## src/rtl/stopwatch_ctrl.sv

```systemverilog
// Stopwatch control FSM and lap-time FIFO.
// Turns start/stop and lap/reset pulses into counter strobes and buffers laps.
module stopwatch_ctrl #(
  parameter int LAP_DEPTH = 4,
  localparam int CW = $clog2(LAP_DEPTH + 1)
) (
  input  logic          clk_1hz,
  input  logic          rst,
  input  logic          btn_ss,
  input  logic          btn_lr,
  input  logic [5:0]    cur_sec,
  input  logic [5:0]    cur_min,
  input  logic [4:0]    cur_hr,
  input  logic          lap_rd,
  output logic          sw_en,
  output logic          sw_rst,
  output logic [1:0]    state,
  output logic          lap_valid,
  output logic [5:0]    lap_sec,
  output logic [5:0]    lap_min,
  output logic [4:0]    lap_hr,
  output logic [CW-1:0] lap_count,
  output logic          lap_full,
  output logic          lap_ovf
);

  localparam int PW = $clog2(LAP_DEPTH);

  localparam logic [1:0] S_IDLE  = 2'd0;
  localparam logic [1:0] S_RUN   = 2'd1;
  localparam logic [1:0] S_PAUSE = 2'd2;
  localparam logic [1:0] S_CLEAR = 2'd3;

  logic [1:0]    r_state;
  logic [1:0]    w_next;
  logic [16:0]   r_mem [LAP_DEPTH];
  logic [PW-1:0] r_wp;
  logic [PW-1:0] r_rp;
  logic [CW-1:0] r_cnt;
  logic          r_ovf;

  logic          w_lr;
  logic          w_push;
  logic          w_flush;
  logic          w_pop;
  logic          w_full;
  logic          w_wr;
  logic [16:0]   w_head;

  function automatic logic [PW-1:0] f_inc(
    input logic [PW-1:0] p
  );
    if (p == PW'(LAP_DEPTH - 1))
      f_inc = '0;
    else
      f_inc = p + PW'(1);
  endfunction

  // start/stop always beats lap/reset
  assign w_lr    = btn_lr & ~btn_ss;
  assign w_push  = (r_state == S_RUN) & w_lr;
  assign w_flush = (r_state == S_PAUSE) & w_lr;
  assign w_full  = (r_cnt == CW'(LAP_DEPTH));
  assign w_pop   = lap_rd & (r_cnt != '0)
                 & ~w_flush & (r_state != S_CLEAR);
  assign w_wr    = w_push & (~w_full | w_pop);

  always_comb begin
    w_next = r_state;
    unique case (r_state)
      S_IDLE:  if (btn_ss) w_next = S_RUN;
      S_RUN:   if (btn_ss) w_next = S_PAUSE;
      S_PAUSE: begin
        if (btn_ss)    w_next = S_RUN;
        else if (w_lr) w_next = S_CLEAR;
      end
      S_CLEAR: w_next = S_IDLE;
      default: w_next = S_IDLE;
    endcase
  end

  always_ff @(posedge clk_1hz or posedge rst) begin
    if (rst) r_state <= S_IDLE;
    else     r_state <= w_next;
  end

  always_ff @(posedge clk_1hz or posedge rst) begin
    if (rst) begin
      r_wp  <= '0;
      r_rp  <= '0;
      r_cnt <= '0;
      r_ovf <= 1'b0;
    end else if (w_flush) begin
      r_wp  <= '0;
      r_rp  <= '0;
      r_cnt <= '0;
      r_ovf <= 1'b0;
    end else begin
      if (w_wr)  r_wp <= f_inc(r_wp);
      if (w_pop) r_rp <= f_inc(r_rp);
      if (w_wr && !w_pop)
        r_cnt <= r_cnt + CW'(1);
      else if (w_pop && !w_wr)
        r_cnt <= r_cnt - CW'(1);
      if (w_push && w_full && !w_pop)
        r_ovf <= 1'b1;
    end
  end

  always_ff @(posedge clk_1hz) begin
    if (w_wr) r_mem[r_wp] <= {cur_hr, cur_min, cur_sec};
  end

  assign w_head    = (r_cnt != '0) ? r_mem[r_rp] : 17'd0;

  assign state     = r_state;
  assign sw_en     = (r_state == S_RUN);
  assign sw_rst    = (r_state == S_CLEAR);
  assign lap_valid = (r_cnt != '0);
  assign lap_hr    = w_head[16:12];
  assign lap_min   = w_head[11:6];
  assign lap_sec   = w_head[5:0];
  assign lap_count = r_cnt;
  assign lap_full  = w_full;
  assign lap_ovf   = r_ovf;

endmodule

```

## config.mk

```make
export PLATFORM = sky130hd
export DESIGN_NAME = stopwatch_ctrl
export DESIGN_NICKNAME = d
export VERILOG_FILES = /design/src/rtl/stopwatch_ctrl.sv
export SDC_FILE = /design/constraint.sdc
export NUM_CORES = 1
export LEC_CHECK = 0
export BUFFER_PORTS_ARGS = -buffer_cell sky130_fd_sc_hd__buf_4
export CORE_ASPECT_RATIO = 2
export CORE_MARGIN = 2
export CORE_UTILIZATION = 50
export CTS_BUF_LIST = sky130_fd_sc_hd__clkbuf_16
export DETAILED_ROUTE_END_ITERATION = 8
export PLACE_DENSITY_LB_ADDON = 0.05
export REMOVE_ABC_BUFFERS = 1
export SLEW_MARGIN = 20
export SYNTH_ARGS = -nofsm -noshare
export SYNTH_HDL_FRONTEND = slang
export SYNTH_SLANG_ARGS = --single-unit
```

## constraint.sdc

```tcl
create_clock -name clk_1hz -period 5.35 [get_ports clk_1hz]
set_input_delay 0.535 -clock clk_1hz [delete_from_list [all_inputs] [get_ports clk_1hz]]
set_output_delay 0.535 -clock clk_1hz [all_outputs]
set_load 0.1 [all_outputs]
```

# == After elaboration in Yosys (flattened, before gate mapping) ==
# Memory sizes are Yosys's and may differ from the RTL's.
# Cells that the tools add are included.
# Widths: inputs -> output; s select.
# word_totals
ff_bits,10
ramBits,68
input_bits,22
out_inout_bits,27
elab_cells,63
mem_count,1
# op_classes
addsub,4
eq_ne,10
mux,19
bitwise,11
reduce_logical,13
# mem_list
name,depth,width,read_ports,rd_ports_with_merged_regs,wr,line,text
r_mem,4,17,1,0,1,36,logic [16:0] r_mem [LAP_DEPTH];
# ops
operator,n
$mux 2,10
$mux 17,1
$mux 3,3
$eq 2x2->1 const B,4
$pmux 2 s4,1
$and 1x1->1,7
$ne 2x2->1 const B,3
$reduce_bool 2->1,3
$reduce_bool 3->1,2
$add 2x1->2 const B,2
$logic_and 1x1->1,4
$mux 1,4
$add 3x1->3 const B,1
$eq 3x3->1 const B,1
$ne 3x3->1 const B,1
$not 1->1,3
$reduce_and 3->1,1
$sub 3x1->3 const B,1
$eq 2x1->1 const B,1
$logic_not 1->1,2
$logic_not 2->1,1
$or 1x1->1,1

# == Logic depth before layout (Yosys ltp) ==
# logic_depth
depth_word,13
ltp_mapped,6
ltp_nobuf,6

# == Worst setup path after synthesis ==
# OpenSTA, ideal clock, no wires.
# synth_timing
kind,register to output
start,reg r_cnt[0] (netlist: lap_count[0])
end,out lap_hr[1]
t_arrival_ns,3.348
t_required_ns,4.815
slack_ns,1.467
stages_incl_launch_ff,5
path_buffers,2
path_cell_list,dfrtp_1 or3_4 buf_2 clkbuf_1 and2_1
# synth_via
elab_chain_cells,2
# synth_rtl
element,line,text
start: declaration,39,logic [CW-1:0] r_cnt;
start signal: assignment,102,r_cnt <= r_cnt + CW'(1);
start signal: assignment,104,r_cnt <= r_cnt - CW'(1);
$reduce_bool 3->1,--,
via lap_valid,18,"output logic lap_valid,"
$mux 17,114,assign w_head = (r_cnt != '0) ? r_mem[r_rp] : 17'd0;
end: declaration,21,"output logic [4:0] lap_hr,"
# The timed path passes the listed nets, and every way through them passes these cells.

# == Worst setup path after layout ==
# layout_timing
start,reg r_rp[1]
end,out lap_sec[5]
# layout_via
elab_chain_cells,2
# layout_rtl
element,line,text
start: declaration,38,logic [PW-1:0] r_rp;
start signal: assignment,100,if (w_pop) r_rp <= f_inc(r_rp);
$mem_v2 4x17,--,
$mux 17,114,
end: declaration,19,"output logic [5:0] lap_sec,"
# Every way passes these cells.

==> impl_metrics.toml <==
[outcome]
outcome = "finished clean"

[detailed_routing]
routed_wirelength_um = 5550
post_drt_via_cell_ratio = 5.31
drt.antenna.violating_nets = 0
drc_errors = 0
routedWlPerCell_um = 17.1
drt_pass1_iterations = 4
dr.first_iter.drc_count = 91
route.vias.total = 1727

[sta]
finalSetupTns_ps = 0
tightest_slew_ps = 910
finClkSkew_ps = 5.26
timing.slew.headroom_pct = 39.3
fin_crit_ps = 2640
timing.final.hold_violations = 0
setup_repair_after_global_routing_missed_its_margin = "false"
finalSetupViolations = 0
maxClockFrequency_mhz = 379
finalMaxSlewViolations = 0
final.period_utilization_pct = 49.3

[worst_setup_path]
cpPeakStageDelay_ps = 930
cp_max_fo = 19
worst_r2r_path_depth = 6
regToRegEndpoint = "lap_count[2]"
worst_ep_arrival_time_ps = 2100
worstSetupPathType = "register to output port"
crit_slowest_cell = "sky130_fd_sc_hd__dfrtp_1"
wp_data_required_ps = 4820
crit_path_cell_trace = "mux4_2 > and2_1 > buf_4"
worst_path_depth = 3
timing.reg2reg.setup_slack_ps = 3110
worst_path_dominant_cell_family = "flip-flops"
critical_path.reg2reg.startpoint = "lap_count[0]"
buffers_plus_inverters_on_the_worst_setup_path = 1
setup.worst_path.start_class = "register"
timing.critical_path.to_type = "output port"

[clocking]
ctsHoldBuffers = 0
cts_repair_resize_count = 0
cts_htree_levels = 3
clock_sink_count = 78
cts.root.buffer_cell = "sky130_fd_sc_hd__clkbuf_16"
clk_path_buf_depth = 2
post-cts-setup-buffer-count = 0
path_clk_slew_ps = 50
clk_latency_ps = 330
numCtsBuffers = 9
cts_tree = "built"

[yosys]
syn-mean-instance-area_um2 = 18.5
netlist_area_before_placement_um2 = 3310
number_of_enable_type_register_cells_in_the_synthesized_netlist = 68
unique_masters_post_synth = 40
gate_count_after_technology_mapping = 179
synth.ff_latch_count = 78
synth-seq-area-share_pct = 69.2
ys_dominant_reg_cell = "sky130_fd_sc_hd__edfxtp_1"
yosys_warnings = 0
asyncSetResetFlopFracSynth_pct = 12.8

[global_routing]
global_route_wire_length_before_repair_um = 8850
grt_max_degree = 25
antenna_found_initial = 0
grt_usage_pct = 17.3
gr-total-overflow = 0
grt_pass1_vias = 1699

[floorplan]
die_w_um = 61.5
design.core.area_um2 = 6520
placementRows = 42
die_outline_area_um2 = 7330
initial_core_util_pct = 50.8
die-height_um = 119
ios = 49

[flow_run]
number_of_max_capacitance_violations_reported = 0

[finish]
most-common-layout-cells = "68 x sky130_fd_sc_hd__edfxtp_1, 50 x sky130_fd_sc_hd__buf_4, 22 x sky130_fd_sc_hd__and2_1, 17 x sky130_fd_sc_hd__mux4_2, 10 x sky130_fd_sc_hd__dfrtp_1"
drive_gt1_share_pct = 40.1
diodes_inserted = 0
final_common_cell = "sky130_fd_sc_hd__edfxtp_1"
area.growth.synth_to_final_pct = 22.3
final_nets = 261

[worst_hold_path]
hold_class = "primary input to asynchronous set/reset pin"

[placed_design]
port_buffers = 48
detailedPlacementHpwl_um = 3540
final_weighted_congestion_of_routability_driven_global_placement = 0.744
## layout make-up
cell class / count / area (um2)
well taps: 88 / 110
clock buffers: 9 / 225
repair buffers: 50 / 375
fillers: 514 / 2470
flip-flops and latches: 78 / 2290
multi-input cells: 87 / 957
clock inverters: 6 / 63.8
inverters: 7 / 26.3
## cell usage after synthesis (2+ instances only)
master / number / share of area [%]
sky130_fd_sc_hd__a21oi_1: 3 / 0.45
sky130_fd_sc_hd__edfxtp_1: 68 / 62
sky130_fd_sc_hd__inv_1: 7 / 0.79
sky130_fd_sc_hd__mux2i_1: 2 / 0.60
sky130_fd_sc_hd__and2_1: 22 / 4.2
sky130_fd_sc_hd__nor3_2: 2 / 0.60
sky130_fd_sc_hd__buf_2: 4 / 0.60
sky130_fd_sc_hd__nor2_1: 5 / 0.57
sky130_fd_sc_hd__dfrtp_1: 10 / 7.6
sky130_fd_sc_hd__nand2_1: 4 / 0.45
sky130_fd_sc_hd__o21ai_0: 3 / 0.45
sky130_fd_sc_hd__mux4_2: 17 / 12
sky130_fd_sc_hd__ha_1: 5 / 1.9
## stage by stage
stage	instance area, um2	setup slack (ps)	utilization, %	hold slack (ps)	std cells
2_1_floorplan	3280	2050	-	375	172
3_3_place_gp	3760	2930	57.7	531	310
3_5_place_dp	3760	2870	57.7	533	310
4_1_cts	4050	2690	62.2	201	325
5_1_grt	4050	2630	62.2	227	325
6_report	4050	2710	62.2	196	325
## worst register-to-register path: cells and delay by family, from the launching register on
| kind | cells | cell delay (ps) |
|---|---|---|
| and+or+nand+nor | 3 | 930 |
| DFF | 1 | 440 |
| adders and majority gates | 1 | 320 |
| AOI/OAI and AO/OA | 2 | 440 |
## flip-flops by register name, summed over array words and instances (netlist names)
name and cells:
r_mem 68, lap_count 3, r_rp 2, r_wp 2
state 2, lap_ovf 1
## layer usage
layer | track usage (%) | part of all wire (%) | up-vias
li1 | - | - | 805
met3 | 4.89 | 3.5 | 9
met2 | 25.7 | 53 | 35
met4 | 7.18 | 1.9 | 0
met5 | 0 | 0 | -
met1 | 23.8 | 42 | 878
## worst max-delay path by stage
stage                      start      endpoint  slack, ps
global placement          btn_ss   r_mem[2][1]       2930
CTS                      r_rp[1]    lap_sec[5]       2690
finish                   r_rp[1]    lap_sec[5]       2710
detailed placement        btn_ss  r_mem[0][11]       2870
global route             r_rp[1]    lap_min[2]       2630
floorplan           lap_count[2]  lap_count[2]       2050
## kinds of logic after synthesis
logic type | Yosys count | share of synthesized area [%]
compound gates | 16 | 4.38
fa+ha+maj | 6 | 2.49
buf+inv | 14 | 1.85
flops | 78 | 69.2
mux | 19 | 12.2
simple gates | 46 | 9.86
Power is left out: the tool's default activity adds up to more than one toggle a clock period on the data nets, which glitch-free logic cannot reach.
